[src/rtl/regfile_writeback_queue.sv]
`default_nettype none
// ============================================================================
// Module   : regfile_writeback_queue
// Brief    : Two-producer (ALU priority, mul/div) writeback FIFO feeding the
//            register-file write port, with two forwarding lookup ports.
//            Optional macro WB_QUEUE_STATS_EN adds a producer stall counter.
// Revision : 1.0 - initial release
// ============================================================================
module regfile_writeback_queue #(
    parameter  int BIT_WIDTH = 32,
    parameter  int REG_COUNT = 32,
    parameter  int DEPTH     = 4,
    localparam int AW        = (REG_COUNT > 1) ? $clog2(REG_COUNT) : 1,
    localparam int CW        = $clog2(DEPTH) + 1
) (
    input  logic                 clock,
    input  logic                 reset,
    input  logic                 enable,
    input  logic                 aluValid,
    input  logic [AW-1:0]        aluAddr,
    input  logic [BIT_WIDTH-1:0] aluData,
    output logic                 aluReady,
    input  logic                 mduValid,
    input  logic [AW-1:0]        mduAddr,
    input  logic [BIT_WIDTH-1:0] mduData,
    output logic                 mduReady,
    output logic                 write,
    output logic [AW-1:0]        wAddr,
    output logic [BIT_WIDTH-1:0] wData,
    input  logic [AW-1:0]        qAddr1,
    input  logic [AW-1:0]        qAddr2,
    output logic                 qHit1,
    output logic                 qHit2,
    output logic [BIT_WIDTH-1:0] qData1,
    output logic [BIT_WIDTH-1:0] qData2,
    output logic [CW-1:0]        count
`ifdef WB_QUEUE_STATS_EN
    ,
    output logic [31:0]          stallCycles
`endif
);

    localparam int            PW      = CW - 1;
    localparam logic [CW-1:0] C_DEPTH = CW'(DEPTH);

    logic [AW-1:0]        r_addr [DEPTH];
    logic [BIT_WIDTH-1:0] r_data [DEPTH];
    logic [DEPTH-1:0]     r_vld;
    logic [PW-1:0]        r_head;
    logic [PW-1:0]        r_tail;
    logic [CW-1:0]        r_count;

    logic                 w_drain;
    logic                 w_space;
    logic                 w_alu_acc;
    logic                 w_mdu_acc;
    logic                 w_push;
    logic [AW-1:0]        w_push_addr;
    logic [BIT_WIDTH-1:0] w_push_data;

    // A synchronous reset drops the head instead of committing it.
    assign w_drain     = enable && !reset && (r_count != '0);
    assign w_space     = (r_count < C_DEPTH) || w_drain;
    assign aluReady    = enable && w_space;
    assign mduReady    = enable && w_space && !aluValid;
    assign w_alu_acc   = aluValid && aluReady;
    assign w_mdu_acc   = mduValid && mduReady;
    assign w_push_addr = w_alu_acc ? aluAddr : mduAddr;
    assign w_push_data = w_alu_acc ? aluData : mduData;
    assign w_push      = (w_alu_acc || w_mdu_acc) && (w_push_addr != '0);

    assign write = w_drain;
    assign wAddr = w_drain ? r_addr[r_head] : '0;
    assign wData = w_drain ? r_data[r_head] : '0;
    assign count = r_count;

    always_ff @(posedge clock) begin
        if (reset) begin
            r_head  <= '0;
            r_tail  <= '0;
            r_count <= '0;
            r_vld   <= '0;
        end else if (enable) begin
            if (w_drain) begin
                r_vld[r_head] <= 1'b0;
                r_head        <= r_head + 1'b1;
            end
            // Push after pop so a full-queue push into the freed slot wins.
            if (w_push) begin
                r_addr[r_tail] <= w_push_addr;
                r_data[r_tail] <= w_push_data;
                r_vld[r_tail]  <= 1'b1;
                r_tail         <= r_tail + 1'b1;
            end
            r_count <= r_count + CW'(w_push) - CW'(w_drain);
        end
    end

    // Scan oldest to youngest so the last match is the youngest entry.
    always_comb begin : fwd
        logic [PW-1:0] v_idx;
        v_idx  = '0;
        qHit1  = 1'b0;
        qHit2  = 1'b0;
        qData1 = '0;
        qData2 = '0;
        for (int i = 0; i < DEPTH; i++) begin
            v_idx = r_head + PW'(i);
            if (r_vld[v_idx] && (qAddr1 != '0) && (r_addr[v_idx] == qAddr1)) begin
                qHit1  = 1'b1;
                qData1 = r_data[v_idx];
            end
            if (r_vld[v_idx] && (qAddr2 != '0) && (r_addr[v_idx] == qAddr2)) begin
                qHit2  = 1'b1;
                qData2 = r_data[v_idx];
            end
        end
    end

`ifdef WB_QUEUE_STATS_EN
    always_ff @(posedge clock) begin
        if (reset) begin
            stallCycles <= '0;
        end else if (enable && ((aluValid && !aluReady) || (mduValid && !mduReady))) begin
            stallCycles <= stallCycles + 32'd1;
        end
    end
`endif

endmodule
`default_nettype wire

[config.mk]
export PLATFORM = sky130hd
export DESIGN_NAME = regfile_writeback_queue
export DESIGN_NICKNAME = d
export VERILOG_FILES = /design/src/rtl/regfile_writeback_queue.sv
export SDC_FILE = /design/constraint.sdc
export NUM_CORES = 1
export LEC_CHECK = 0
export BUFFER_PORTS_ARGS = -buffer_cell sky130_fd_sc_hd__buf_4
export CORE_ASPECT_RATIO = 1.2
export CORE_MARGIN = 2
export CORE_UTILIZATION = 60
export DETAILED_ROUTE_END_ITERATION = 12
export PLACE_DENSITY_LB_ADDON = 0.1
export RECOVER_POWER = 100
export SLEW_MARGIN = 20
export SYNTH_ARGS = -nofsm -noshare
export SYNTH_HDL_FRONTEND = slang
export SYNTH_SLANG_ARGS = --single-unit
[constraint.sdc]
create_clock -name clock -period 7.9 [get_ports clock]
set_input_delay 1.185 -clock clock [delete_from_list [all_inputs] [get_ports clock]]
set_output_delay 1.185 -clock clock [all_outputs]
set_load 0.01 [all_outputs]
==> summary.txt <==
Synthesis
  – Post-synth top area share: 36.3%
  – Most common cell in the synthesized netlist: edfxtp_1
  – Main combinational cell family by area after synthesis: multiplexers
  – Syn_nets: 1057
  – Synth Area in Adders: 1.18%
  – Simple-Gate Fraction of Synth Area: 11.3%
  – Mean Syn Cell Area: 12.8 um^2
  – Top_reg_cell synth: edfxtp_1
  – Xor/xnor share of the synthesized area: 3.07%
  – Cells after Synth: 957
  – Mapped cell area: 12300 um^2
  – Post-synth EDFFs: 148
  – Synth Warn #: 0
  – Compound-Gate Fraction of Synth Area: 11.1%
  – Commonest cells in the netlist: 148 x edfxtp_1, 141 x mux4_2, 62 x nor2_1
  – Mux cell area share after synthesis: 30.4%
  – Fraction of registers with async set/reset: 0%
  – Largest cells by area after synthesis: edfxtp_1 36%, mux4_2 26%, mux2_2 3.6%
  – Number of synthesized register bits: 161
  – Seq/Total Area, Yosys: 38.4%
  – Area leader, netlist: edfxtp_1
  – Netlist cell types: 59

Clock tree
  – CTS Buffer Depth: 2
  – Hold Buf Count CTS: 0
  – Clock sink count: 161
  – Setup bufs post-CTS: 0
  – Post-CTS resize count: 0
  – Htree depth: 4
  – Worst-Skew Late Latency: 440 ps
  – Num CTS Buffers: 17
  – Clk root buf: clkbuf_16
  – Reg clk slew, reported paths: 60 ps
  – CTS tree: done

Place
  – Detailed Place HPWL: 21.1 mm
  – DP Area: 13800 um^2
  – PortBufs: 197
  – # placed instances: 1332
  – Placement Setup Slack: 1820 ps
  – Gpl congestion: 0.866

Worst setup path
  – CP delay by family, top: simple AND/OR/NAND/NOR gates
  – Slowest library cell on the worst path: or2_1
  – Crit path capture type: output pin
  – WP buf/inv: 2
  – CP arrival: 5760 ps
  – Cell Chain, Critical Path: inv_1 -> ha_4 -> mux4_2 -> xnor2_1 -> nand3_2 -> or2_1 -> a41oi_1 -> a211oi_1 -> clkbuf_1
  – Max incr delay on CP: 1270 ps
  – Reg2reg setup slack: 2210 ps
  – Critical R2R Capture: r_data[3][30]$_DFFE_PP_
  – Critical path class: flop to output pin
  – Worst r2r path cells: 7
  – Startpoint types: flop
  – Worst EP required: 6710 ps
  – Worst-path fanout max: 56
  – RR Startpoint: count[2]$_SDFFE_PP0P_

Drt
  – Via count: 9749
  – Via-per-instance ratio: 7.15
  – DR pass1 iterations: 6
  – Drc violations: 0
  – Post-route ant nets: 0
  – DRT iter0 DRCs: 1009
  – WL/cell: 25.0 um
  – Final wirelength: 34.1 mm

Floorplanning
  – Die area: 21600 um^2
  – Row count: 57
  – Starting Density: 60.9%
  – I/O pins: 198
  – Total core area: 20100 um^2
  – Chip height: 161 um
  – Chip Width: 134 um

Job
  – Max Cap Violations: 9

Final layout
  – Layout Cells excl Fill: 1363
  – Nets: 1186
  – Area growth syn-to-layout: 14.8%
  – Ratio of cells with drive above 1 in the final layout: 30.1%
  – Final instance area: 14100 um^2
  – Antenna Diode Count: 0

Worst hold path
  – Hold Path Class: flop to flop
  – Hold Crit Depth: 2
  – Hold path endpoint: count[0]$_SDFFE_PP0P_
  – Worst Min Path Start: count[0]$_SDFFE_PP0P_

Run status
  – Violations in the final reports: max-capacitance violations, max-slew violations
  – Status: finished with violations

Pwr
  – Peak supply drop: 0.000168 V
  – Final Total Pwr: 2330 uW
  – PwrDens: 166 nW/um^2
  – Static Leak: 0.00465 uW

Timing
  – RSZ-0062 raised after global routing: false
  – Worst relative slew slack: -46.5%
  – Tightest Pin Transition: 2200 ps
  – Peak Freq: 144 MHz
  – Hold Fails Final Rpt: 0
  – Minimum clock period: 6950 ps
  – Clk_skew: 5.56 ps
  – Pins Over Slew Limit: 360
  – Setup TNS: 0 ps
  – # setup viols final: 0
  – Tcrit/Tclk final: 87.9%
  – Final worst slack: 954 ps

GRT
  – Largest net degree at the start of global routing: 66
  – GRT Util Overall: 32.4%
  – Initial antenna violation count: 0
  – Vias in the first global route: 9682
  – Grt ovf: 0
  – First-pass GRT wire length: 53.3 mm
==> worst max path at each step <==
stage,from,to,slack [ps],cells after the start
after global routing,r_head[0]$_SDFFE_PP0P_,qData2[31],570,9
after global placement,r_head[0]$_SDFFE_PP0P_,qData1[30],1920,9
after detailed placement,r_head[0]$_SDFFE_PP0P_,qData1[30],1820,9
final,r_head[0]$_SDFFE_PP0P_,qData1[18],950,9
after floorplan,r_head[0]$_SDFFE_PP0P_,qData1[20],2720,18
after CTS,r_head[0]$_SDFFE_PP0P_,qData1[31],1340,9
==> registers in the layout, indices dropped and copies added, names as in the netlist, named ones only <==
register and count:
r_data 128, r_addr 20, r_vld 4, count 3, r_head 2, r_tail 2
==> area by class of cell <==
cell class / instances / area [um^2]
Clock buffer: 18 / 429
Clock inverter: 13 / 163
Inverter: 32 / 120
Tap cell: 265 / 332
Sequential cell: 161 / 4710
Multi-Input combinational cell: 666 / 7040
Fill cell: 1506 / 6040
Timing Repair Buffer: 208 / 1280
==> power by group <==
part	switching (uW)	internal [uW]	total [uW]
Sequential	40.4	958	999
Clock	334	495	829
Combinational	248	256	505
==> worst reg2reg max path: stages, from the launching register on <==
cell and delay (ps):
dfxtp_1 410, a21bo_1 240, inv_1 140, nand2_1 1260, mux2_1 420, o31ai_1 200
nor3b_1 850, and2_1 1730
==> through the flow <==
| stage | utilization [%] | hold slack [ps] |
|---|---|---|
| after global routing | 70.0 | 595 |
| after global placement | 68.6 | 546 |
| after floorplan | - | 515 |
| final | 70.0 | 559 |
| after detailed placement | 68.6 | 554 |
| after CTS | 71.5 | 564 |
==> metal layers <==
| metal | up-vias | share of wire [%] | GRT usage (%) | routed length [um] |
|---|---|---|---|---|
| met5 | - | 0 | 0 | 0 |
| met4 | 0 | 3.2 | 14.6 | 1090 |
| met3 | 92 | 9.1 | 5.43 | 3100 |
| met2 | 669 | 52 | 56.0 | 17600 |
| met1 | 4866 | 36 | 40.1 | 12300 |
| li1 | 4122 | - | - | - |
==> layout by cell type, fill, tap and decap left out, drive strengths merged, types with 17 or more instances in the layout <==
cell	count
a211oi	31
a21oi	17
a31oi	26
and2	46
and3	18
buf	131
clkbuf	95
edfxtp	148
inv	33
mux2	39
mux4	141
nand2	38
nor2	62
nor3b	41
o31ai	18
xnor2	37
==> cells by family (layout without fill, tap and decap cells) <==
kind of cell	after synthesis	after routing
xor gates and xnor gates	43	43
adders and majority gates	11	11
buffers and inverters	130	271
DFF	161	161
AOI/OAI and AO/OA	173	173
and+or+nand+nor	248	248
muxes	191	191
(Power assumes the default switching activity.)
